$ cat config.mk
export PLATFORM = sky130hd
export DESIGN_NAME = comp_thresh_shifter_flat
export DESIGN_NICKNAME = d
export VERILOG_FILES = /design/src/rtl/comp_thresh_shifter_pkg.sv /design/src/rtl/comp_thresh_shifter_if.sv /design/src/rtl/comp_thresh_bitcell.sv /design/src/rtl/comp_thresh_shifter.sv /design/src/flat_wrapper.sv
export SDC_FILE = /design/constraint.sdc
export NUM_CORES = 1
export LEC_CHECK = 0
export ABC_AREA = 1
export CORE_MARGIN = 8
export CORE_UTILIZATION = 47
export DETAILED_ROUTE_END_ITERATION = 7
export GPL_ROUTABILITY_DRIVEN = 0
export GPL_TIMING_DRIVEN = 0
export PLACE_DENSITY = 0.78
export SLEW_MARGIN = 20
export SYNTH_ARGS = -nofsm -noshare
export SYNTH_HDL_FRONTEND = slang
export SYNTH_SLANG_ARGS = --single-unit
export TNS_END_PERCENT = 20
$ cat constraint.sdc
create_clock -name CLK -period 1.48 [get_ports CLK]
set_clock_uncertainty 0.15 [all_clocks]
set_input_delay 0.148 -clock CLK [delete_from_list [all_inputs] [get_ports CLK]]
set_output_delay 0.148 -clock CLK [all_outputs]
set_load 0.05 [all_outputs]
$ cat src/rtl/comp_thresh_shifter_pkg.sv
// -----------------------------------------------------------------------------
// comp_thresh_shifter_pkg
// Shared constants and types for the comparator-threshold serial path.
// The load FSM imports the same package so both sides agree on the word
// width, the counter width, the terminal count and the chip-select idle level.
// -----------------------------------------------------------------------------
package comp_thresh_shifter_pkg;

    // Default threshold word width and bit-counter width (WIDTH == 2**CNT_W)
    localparam int WIDTH_DEF = 16;
    localparam int CNT_W_DEF = 4;

    // Counter value of the final bit of a frame
    localparam logic [CNT_W_DEF-1:0] CNT_TERM = 4'(WIDTH_DEF - 1);

    // Level of DAC_CS_N outside a frame
    localparam logic CS_N_IDLE = 1'b1;

    // Bit-cell phase: SETUP holds SCLK low, HIGH drives the SCLK pulse
    typedef enum logic {
        PH_SETUP = 1'b0,
        PH_HIGH  = 1'b1
    } phase_e;

endpackage : comp_thresh_shifter_pkg

$ cat src/rtl/comp_thresh_shifter_if.sv
// -----------------------------------------------------------------------------
// comp_thresh_shifter_if
// Bundle between the threshold load FSM (master) and the serialiser (slave).
//   CLR_CNT, SHFT_ENA, SET_DONE : strobes/levels from the FSM
//   THRESH_DATA                 : parallel threshold word
//   CNT                         : completed-bit count back to the FSM
//   DAC_DIN/DAC_SCLK/DAC_CS_N   : DAC serial interface
//   BUSY, DONE                  : frame-in-progress and sticky completion
// -----------------------------------------------------------------------------
interface comp_thresh_shifter_if #(
    parameter int WIDTH = 16,
    parameter int CNT_W = 4
);
    logic             CLR_CNT;
    logic             SHFT_ENA;
    logic             SET_DONE;
    logic [WIDTH-1:0] THRESH_DATA;
    logic [CNT_W-1:0] CNT;
    logic             DAC_DIN;
    logic             DAC_SCLK;
    logic             DAC_CS_N;
    logic             BUSY;
    logic             DONE;

    modport master (
        output CLR_CNT, SHFT_ENA, SET_DONE, THRESH_DATA,
        input  CNT, DAC_DIN, DAC_SCLK, DAC_CS_N, BUSY, DONE
    );

    modport slave (
        input  CLR_CNT, SHFT_ENA, SET_DONE, THRESH_DATA,
        output CNT, DAC_DIN, DAC_SCLK, DAC_CS_N, BUSY, DONE
    );
endinterface : comp_thresh_shifter_if

$ cat src/rtl/comp_thresh_bitcell.sv
// -----------------------------------------------------------------------------
// comp_thresh_bitcell
// Two-phase bit-cell generator. Each bit takes two CLK cycles: a SETUP cycle
// with SCLK low, then a HIGH cycle with SCLK high. A HIGH cycle always
// finishes, so SCLK pulses are never truncated.
// Ports:
//   CLK, RST   : clock, synchronous active-high reset
//   load       : frame restart, forces SETUP with SCLK low
//   busy       : a frame is in progress
//   shft_ena   : shift enable level from the FSM
//   cnt_last   : counter is on the final bit (drain even without shft_ena)
//   sclk       : registered serial clock
//   bit_done   : high during the HIGH phase; the bit completes at its end
// -----------------------------------------------------------------------------
module comp_thresh_bitcell
    import comp_thresh_shifter_pkg::*;
(
    input  logic CLK,
    input  logic RST,
    input  logic load,
    input  logic busy,
    input  logic shft_ena,
    input  logic cnt_last,
    output logic sclk,
    output logic bit_done
);

    phase_e ph_r;
    phase_e ph_nxt_s;
    logic   sclk_r;
    logic   sclk_nxt_s;

    // Phase and SCLK state registers
    always_ff @(posedge CLK) begin
        if (RST) begin
            ph_r   <= PH_SETUP;
            sclk_r <= 1'b0;
        end else begin
            ph_r   <= ph_nxt_s;
            sclk_r <= sclk_nxt_s;
        end
    end

    // Next phase: SETUP advances when shifting is active, HIGH always returns
    always_comb begin
        ph_nxt_s   = ph_r;
        sclk_nxt_s = sclk_r;
        if (load) begin
            ph_nxt_s   = PH_SETUP;
            sclk_nxt_s = 1'b0;
        end else begin
            case (ph_r)
                PH_SETUP: begin
                    // Final bit drains even if the FSM already dropped shft_ena
                    if (busy && (shft_ena || cnt_last)) begin
                        ph_nxt_s   = PH_HIGH;
                        sclk_nxt_s = 1'b1;
                    end else begin
                        ph_nxt_s   = PH_SETUP;
                        sclk_nxt_s = 1'b0;
                    end
                end
                PH_HIGH: begin
                    ph_nxt_s   = PH_SETUP;
                    sclk_nxt_s = 1'b0;
                end
                default: begin
                    ph_nxt_s   = PH_SETUP;
                    sclk_nxt_s = 1'b0;
                end
            endcase
        end
    end

    assign sclk     = sclk_r;
    assign bit_done = (ph_r == PH_HIGH);

endmodule : comp_thresh_bitcell

$ cat src/rtl/comp_thresh_shifter.sv
// -----------------------------------------------------------------------------
// comp_thresh_shifter
// Serialises a WIDTH-bit threshold word MSB-first onto the comparator DAC
// interface under control of the threshold load FSM.
// Ports:
//   CLK  : system clock, rising edge
//   RST  : synchronous active-high reset, aborts any frame immediately
//   bus  : slave side of comp_thresh_shifter_if (FSM strobes, THRESH_DATA,
//          CNT feedback, DAC_DIN/DAC_SCLK/DAC_CS_N, BUSY, DONE)
// A load (CLR_CNT) wins over everything else and restarts the frame. Each
// bit is two cycles; DIN changes only on the SCLK falling cycle, so it is
// stable one cycle either side of each SCLK rising edge.
// -----------------------------------------------------------------------------
module comp_thresh_shifter
    import comp_thresh_shifter_pkg::*;
#(
    parameter int WIDTH = WIDTH_DEF,
    parameter int CNT_W = CNT_W_DEF
) (
    input  logic                 CLK,
    input  logic                 RST,
    comp_thresh_shifter_if.slave bus
);

    localparam logic [CNT_W-1:0] CNT_LAST = CNT_W'(WIDTH - 1);

    // The MSB is presented on DIN at load, so the register only keeps the
    // remaining WIDTH-1 bits; its top bit is always the next DIN value.
    logic [WIDTH-2:0] sr_r;
    logic [CNT_W-1:0] cnt_r;
    logic             din_r;
    logic             cs_n_r;
    logic             busy_r;
    logic             done_r;
    logic             sclk_s;
    logic             bit_done_s;
    logic             cnt_last_s;

    assign cnt_last_s = (cnt_r == CNT_LAST);

    comp_thresh_bitcell u_bitcell (
        .CLK      (CLK),
        .RST      (RST),
        .load     (bus.CLR_CNT),
        .busy     (busy_r),
        .shft_ena (bus.SHFT_ENA),
        .cnt_last (cnt_last_s),
        .sclk     (sclk_s),
        .bit_done (bit_done_s)
    );

    // Shift register, bit counter, chip select, busy and done flags
    always_ff @(posedge CLK) begin
        if (RST) begin
            sr_r   <= '0;
            cnt_r  <= '0;
            din_r  <= 1'b0;
            cs_n_r <= CS_N_IDLE;
            busy_r <= 1'b0;
            done_r <= 1'b0;
        end else if (bus.CLR_CNT) begin
            sr_r   <= bus.THRESH_DATA[WIDTH-2:0];
            cnt_r  <= '0;
            din_r  <= bus.THRESH_DATA[WIDTH-1];
            cs_n_r <= ~CS_N_IDLE;
            busy_r <= 1'b1;
            done_r <= 1'b0;
        end else begin
            if (bit_done_s) begin
                sr_r  <= {sr_r[WIDTH-3:0], 1'b0};
                cnt_r <= cnt_r + CNT_W'(1);
                if (cnt_last_s) begin
                    // Final bit: close the frame, counter wraps to 0
                    din_r  <= 1'b0;
                    cs_n_r <= CS_N_IDLE;
                    busy_r <= 1'b0;
                end else begin
                    din_r  <= sr_r[WIDTH-2];
                end
            end
            if (bus.SET_DONE) begin
                done_r <= 1'b1;
            end
        end
    end

    assign bus.CNT      = cnt_r;
    assign bus.DAC_DIN  = din_r;
    assign bus.DAC_SCLK = sclk_s;
    assign bus.DAC_CS_N = cs_n_r;
    assign bus.BUSY     = busy_r;
    assign bus.DONE     = done_r;

endmodule : comp_thresh_shifter
$ cat src/flat_wrapper.sv
// flat-port wrapper written by rule: the top's interface ports become plain ports
module comp_thresh_shifter_flat import comp_thresh_shifter_pkg::*;
#(
    parameter int WIDTH = WIDTH_DEF,
    parameter int CNT_W = CNT_W_DEF
)
  (CLK, RST, bus_CLR_CNT, bus_SHFT_ENA, bus_SET_DONE, bus_THRESH_DATA, bus_CNT, bus_DAC_DIN, bus_DAC_SCLK, bus_DAC_CS_N, bus_BUSY, bus_DONE);
  comp_thresh_shifter_if #(.WIDTH(WIDTH), .CNT_W(CNT_W)) bus_i ();
  input  logic CLK;
  input  logic RST;
  input wire logic [$bits(bus_i.CLR_CNT)-1:0] bus_CLR_CNT;
  input wire logic [$bits(bus_i.SHFT_ENA)-1:0] bus_SHFT_ENA;
  input wire logic [$bits(bus_i.SET_DONE)-1:0] bus_SET_DONE;
  input wire logic [$bits(bus_i.THRESH_DATA)-1:0] bus_THRESH_DATA;
  output wire logic [$bits(bus_i.CNT)-1:0] bus_CNT;
  output wire logic [$bits(bus_i.DAC_DIN)-1:0] bus_DAC_DIN;
  output wire logic [$bits(bus_i.DAC_SCLK)-1:0] bus_DAC_SCLK;
  output wire logic [$bits(bus_i.DAC_CS_N)-1:0] bus_DAC_CS_N;
  output wire logic [$bits(bus_i.BUSY)-1:0] bus_BUSY;
  output wire logic [$bits(bus_i.DONE)-1:0] bus_DONE;
  assign bus_i.CLR_CNT = bus_CLR_CNT;
  assign bus_i.SHFT_ENA = bus_SHFT_ENA;
  assign bus_i.SET_DONE = bus_SET_DONE;
  assign bus_i.THRESH_DATA = bus_THRESH_DATA;
  assign bus_CNT = bus_i.CNT;
  assign bus_DAC_DIN = bus_i.DAC_DIN;
  assign bus_DAC_SCLK = bus_i.DAC_SCLK;
  assign bus_DAC_CS_N = bus_i.DAC_CS_N;
  assign bus_BUSY = bus_i.BUSY;
  assign bus_DONE = bus_i.DONE;
  comp_thresh_shifter #(.WIDTH(WIDTH), .CNT_W(CNT_W)) u_core (.CLK(CLK), .RST(RST), .bus(bus_i));
endmodule
# After elaboration in Yosys (flattened, before gate mapping)
# Cells that the tools add are included.
# W data, S select, Z words.
[totals]
out_inout_bits = 9
in_bits = 21
reg_bits = 24
elab_cells = 29
[classes]
bitwise_logic = 1
mux = 13
n_addsub = 1
n_eq_ne = 1
n_reduce_logical = 6
[op_table]
columns = ["operator", "count"]
rows = [
  ["$mux W15", 2],
  ["$mux W1", 10],
  ["$add A4 B1 Y4 const B", 1],
  ["$eq A4 B4 Y1 const B", 1],
  ["$reduce_bool A2 Y1", 2],
  ["$pmux W1 S2", 1],
  ["$reduce_and A2 Y1", 1],
  ["$reduce_or A2 Y1", 1],
  ["$logic_and A1 B1 Y1", 1],
  ["$logic_or A1 B1 Y1", 1],
  ["$not A1 Y1", 1],
]

# Depth between registers and ports, before layout
[logic_depth]
ltp_word = 5
ltp_mapped = 7
ltp_nobuf = 6

# By module
# Synthesis repeated with hierarchy kept, for this count alone.
[hier_totals]
hier_cells = 161
area_unflattened_um2 = 1103.6
[by_module_without_submodules]
columns = ["module", "cells_each", "instances", "area_per_inst_um2", "seq_area_each_um2"]
rows = [
  ["comp_thresh_shifter", 154, 1, 1056.0, 460.4],
  ["comp_thresh_bitcell", 7, 1, 47.5, 20.0],
]

# Worst setup path after synthesis
# No wires, ideal clock.
[synth_path]
kind = "flip-flop to flip-flop"
from = "register u_core.cnt_r[0] (netlist: u_core.bus.CNT[0])"
to = "register u_core.din_r (netlist: u_core.bus.DAC_DIN)"
stages_incl_launch_ff = 7
arrival_time_ns = 1.292
setup_slack_ns = -0.074
n_path_buf = 0
required_time_ns = 1.219
period_less_slack_ns = 1.554
setup_ns = 0.111
cell_sequence = "dfxtp_1 ha_1 inv_1 nor2_1 nor2_1 nor2_1 nor2_1"
[synth_between]
elab_chain_cells = 4
[synth_rtl]
columns = ["element", "line_no", "rtl"]
rows = [
  ["start, declared", "comp_thresh_shifter.sv:30", "logic [CNT_W-1:0] cnt_r;"],
  ["start signal, assigned", "comp_thresh_shifter.sv:71", "cnt_r <= cnt_r + CNT_W'(1);"],
  ["$eq A4 B4 Y1", "comp_thresh_shifter.sv:39", "assign cnt_last_s = (cnt_r == CNT_LAST);"],
  ["$mux W1", "comp_thresh_shifter.sv:72", "if (cnt_last_s) begin"],
  ["$mux W1", "comp_thresh_shifter.sv:69", "if (bit_done_s) begin"],
  ["$mux W1", "comp_thresh_shifter.sv:61", "end else if (bus.CLR_CNT) begin"],
  ["end signal, assigned", "comp_thresh_shifter.sv:64", "din_r <= bus.THRESH_DATA[WIDTH-1];"],
  ["end signal, assigned", "comp_thresh_shifter.sv:78", "din_r <= sr_r[WIDTH-2];"],
  ["end, declared", "comp_thresh_shifter.sv:31", "logic din_r;"],
]
# No other way between the ends. The select of a mux whose other input is x is not followed.
# A chain may end at the register's enable or synchronous reset.

# Worst setup path in the final report
[layout_path]
from = "register u_core.cnt_r[3] (netlist: u_core.bus.CNT[3])"
to = "output port bus_CNT[3]"
[layout_lines]
columns = ["element", "line_no", "rtl"]
rows = [
  ["end, declared", "flat_wrapper.sv:15", "output wire logic [$bits(bus_i.CNT)-1:0] bus_CNT;"],
]
# No word-level cell between the ends.

==> results.cfg <==
[sta]
setup_viol = 0
fmax_mhz = 704
slew_viol_final = 0
slew_headroom_pct = 69.3
tightest_slew_ns = 0.460
fin_crit_sh_pct = 96.0
setup_ws_ns = 0.0588
timing.final.crit_period_ns = 1.42
fin_tns_setup_ns = 0
grt_setup_unrepaired = no
hold_violations = 0

[floorplan]
row_count = 17
io_pins = 30
fp.dieArea_sq_mm = 0.00423
start_util_pct = 50.5
die_h_microns = 65
die_w_microns = 65
core-area_sq_mm = 0.00223

[synth]
synth_edf_count = 0
synthMuxAreaShare_pct = 0
synth_nets = 186
synthesis.area_sq_mm = 0.00113
yosysUniqueCellTypes = 20
synth_cells = 164
ys_warn_count = 0
synthSimpleGateAreaFrac_pct = 39.7
seq_area_frac_synth_pct = 42.6
synth_xor_area_share_pct = 0
async_flop_share_pct = 0
avgSynthCellArea_sq_um = 6.88
synth_top_family_by_area = simple AND/OR/NAND/NOR gates
synthAdderAreaFrac_pct = 1.11
synth_compound_area_share_pct = 5.76
ys_ff_latch = 24
synth-main-ff-cell = dfxtp_1

[critical_path]
crit_arrival_ns = 1.12
slowest_stage = dfxtp_1
path_buf_inv = 1
cp_slowest_stage_delay_ns = 0.42
worstPathMaxFanout = 5
cp_cell_sequence = clkdlybuf4s15_2
critPathKind = flip-flop to output port
cp-start-kind = flip-flop
crit_required_ns = 1.18
end_kind = output port
crit_family = flip-flops

[routing]
finalWirelength_mm = 2.73
drtIter0Drc = 43
wl_per_cell_microns = 12.2
drt_first_pass_iters = 4
drcViolationCount = 0
antenna_left = 0
via_per_inst = 4.95
vias = 1103

[clock_tree]
cts_setup_buffers = 0
clk_pin_slew_ns = 0.13
cts_buffers = 3
clkLatencyLatePin_ns = 0.31
cts-root-buf = clkbuf_4
cts_buffer_depth = 2
cts_tree = built
cts_sinks = 24
htreeDepth = 1

[layout]
layout_common_cells = nand2_1 (57), nand3_1 (24), dfxtp_1 (22)
layout-drive-gt1-share_pct = 15.4
num-nets-final = 219
diodes = 0
regArea_sq_um = 483
final_common_cell = nand2_1
syn2layout_area_growth_pct = 29.5
multiInputGateArea_sq_um = 526
nFillCells = 229

[grt]
grt_pass1_wl_mm = 4.51
grt_pass1_vias = 1055
overflow = 0
antenna_found_initial = 0
track_usage_pct = 12.8
grt_max_degree = 13

[placement]
place_ws_ns = -0.135
port_buffers = 28
hpwlAfterDp_mm = 2.14

[status]
status = completed

[hold_path]
hold_path.class = input port to flip-flop

[run]
drv_cap = 0

[power]
peakVddDrop_mv = 0.612
p_per_area_mw_per_mm2 = 805
power_mw = 1.18
power_leakage_nw = 0.686
==> state kept, by name, indices dropped and copies added, names as in the netlist <==
signal,count
u_core.sr_r,15
u_core.bus.CNT,4
u_core.bus.BUSY,1
u_core.bus.DAC_CS_N,1
u_core.bus.DAC_DIN,1
u_core.bus.DONE,1
u_core.u_bitcell.bit_done,1
==> final cells by class <==
cell class              count  share of cell area (%)
inverters                  16                    4.11
plain buffers               8                    4.28
multi-input cells         116                    36.0
repair buffers             28                    18.7
flip-flops and latches     24                    33.0
well taps                  28                    2.40
clock buffers               3                    1.54
==> path summary, 6_finish.rpt <==
path,from,to,slack (ns),cells past startpoint
max,u_core.bus.CNT[3]$_SDFFE_PP0P_,bus_CNT[3],0.06,1
min,bus_CLR_CNT,u_core.sr_r[14]$_SDFFE_PP0P_,0.03,5
max reg2reg,u_core.bus.CNT[0]$_SDFFE_PP0P_,u_core.bus.DAC_DIN$_SDFFE_PP0P_,0.24,6
min reg2reg,u_core.sr_r[4]$_SDFFE_PP0P_,u_core.sr_r[4]$_SDFFE_PP0P_,0.32,2
==> kinds of logic (layout without fill, tap and decap cells) <==
| kind of cell | Yosys count | count (layout) |
|---|---|---|
| compound gates | 13 | 13 |
| fa+ha+maj | 1 | 1 |
| buf+inv | 24 | 55 |
| flops | 24 | 24 |
| simple gates | 102 | 102 |
==> cells in the mapped netlist, types with 3 or more instances <==
cell / n / area share (%)
nand3_1: 24 / 11
nand2_1: 57 / 19
nor2_1: 13 / 4.3
o21ai_1: 5 / 2.2
a21oi_1: 5 / 2.2
o21ai_0: 3 / 1.3
dfxtp_1: 24 / 43
inv_1: 14 / 4.7
buf_6: 3 / 3.0
==> repair_timing <==
| action | in CTS | in global routing |
|---|---|---|
| gates cloned | 0 | 0 |
| hold buffers | 0 | 0 |
| setup endpoints to repair | 9 | 2 |
| gates resized for setup | 28 | 3 |
==> power breakdown <==
part / switching, mW / internal, mW / total (mW)
combinational: 0.110 / 0.0959 / 0.206
sequential: 0.0169 / 0.678 / 0.694
clock: 0.181 / 0.0950 / 0.276
==> per-stage QoR <==
stage / cells / util (%) / hold WS [ns] / instance area, sq um
6_report: 223 / 65.4 / 0.0342 / 1460
3_5_place_dp: 220 / 64.8 / 0.294 / 1450
2_1_floorplan: 164 / - / 0.0671 / 1130
4_1_cts: 223 / 65.9 / 0.0341 / 1470
3_3_place_gp: 220 / 64.8 / 0.288 / 1450
5_1_grt: 223 / 65.4 / 0.0332 / 1460
==> per-layer routing <==
layer | global-route usage [%] | vias to the layer above | routed length [microns]
met3 | 4.12 | 4 | 154
met5 | 0 | - | 0
met4 | 3.27 | 0 | 18
met2 | 22.7 | 30 | 1350
met1 | 14.4 | 496 | 1210
li1 | - | 573 | -
(Power assumes the default switching activity.)
==> patch (same flow settings) <==
Change the package constant `CNT_W_DEF` from 4 to 6.
--- a/src/rtl/comp_thresh_shifter_pkg.sv
+++ b/src/rtl/comp_thresh_shifter_pkg.sv
@@ -8,7 +8,7 @@
 
     // Default threshold word width and bit-counter width (WIDTH == 2**CNT_W)
     localparam int WIDTH_DEF = 16;
-    localparam int CNT_W_DEF = 4;
+    localparam int CNT_W_DEF = 6;
 
     // Counter value of the final bit of a frame
     localparam logic [CNT_W_DEF-1:0] CNT_TERM = 4'(WIDTH_DEF - 1);
Ports: changed (resized bus_CNT); port bits go from 30 to 32. No check against the original RTL was run, so the function may have changed too.
==> patch against the unedited design <==
- total power up 11%
- count of clock-buffer cells in the layout up 1
- sequential share of layout area up 0.45 points
- synthesized area up 5.3%
- sequential cell count up 2
- worst setup slack worse by 4.6 ps
- routed wire length down 0.70%
- highest routed layer unchanged
- non-clock buffer count up 2
- design area up 7.1%
- maximum frequency down 0.32%
- largest cell class is now sequential cells
- register-to-register slack worse by 90 ps
- critical path depth unchanged
==> patch: results <==
outcome:
  status: "finished clean"
synthesis:
  synth_cell_types: 19
  synth-compound-area-share: 0.100
  netlist_top_cells_count: "nand2_1, dfxtp_1, inv_1, nand3_1, nor2_1"
  postSynthAreaPerCell_um2: 7.08
  synth_nets: 190
  synth_fa_ha_area_frac: 0.0105
  synth.area.top_cells: "dfxtp_1, nand2_1, inv_1, nand3_1, nor2_1"
  yosysSeqAreaShare: 0.438
power_and_ir_drop:
  p_per_area_mw_per_mm2: 836
  vdd_drop_max_uv: 688
  p_leak_nw: 0.690
cts:
  cts.repair.resized: 30
  clkTransAtPathRegs_ps: 150
  htree_levels: 1
  hold_buffers: 1
  clock_latency_ps: 320
  clock-root-buffer: "clkbuf_4"
critical_path:
  critPathTopFamily: "flip-flops"
  crit_arrival_ps: 1130
  cp_max_fo: 5
global_routing:
  grt_max_degree: 15
  grt_pass1_vias: 1087
  antenna_found_initial: 0
  grt_pass1_wl_um: 4570
  grt.total_usage: 0.127
place:
  placed_area_mm2: 0.00153
  post-dp-hpwl_um: 2130
  place_ws_ps: -135
  port_buffers: 30
sta:
  relSlewSlack: 0.813
  hold_violations: 0
finish:
  fillerInstances: 232
  diodes: 0
  largest_register_ff_count: 15
  drive_gt1_frac: 0.153
  fin_nets: 226
  top_register: "u_core.sr_r"
drt:
  drt_iter0_markers: 66
  wl_um: 2710
  wl_per_cell_um: 11.6
  vias_per_cell: 4.82
  dr.pass1.iters: 4
worst_hold_path:
  min_path_type: "in -> reg"
patch: report_power, final:
group	total, mW	internal [mW]	switching [mW]	leakage (nW)
Combinational	0.203	0.0972	0.105	0.454
Clock	0.358	0.150	0.208	0.0210
Sequential	0.747	0.731	0.0156	0.215
Total	1.31	0.979	0.329	0.690
patch: area by class of cell:
class,instances,area share
buffer,7,0.0440
clock buffer,4,0.0232
inverter,21,0.0504
multi-input combinational,114,0.333
sequential,26,0.335
tap,30,0.0240
timing repair buffer,31,0.191
patch: metal layers:
metal  share of wire  track usage
met4           0.011       0.0400
met2            0.48        0.223
met3           0.056       0.0322
met5               0            0
met1            0.46        0.145
patch: worst paths after layout:
path / cells after the start / to / start / slack, ps
worst max-delay path: 1 / bus_CNT[2] / u_core.bus.CNT[2] / 50
worst min-delay path: 3 / u_core.u_bitcell.bit_done / bus_SHFT_ENA / 190
worst max register to register: 8 / u_core.sr_r[10] / u_core.u_bitcell.bit_done / 150
worst min register to register: 2 / u_core.u_bitcell.bit_done / u_core.bus.BUSY / 330
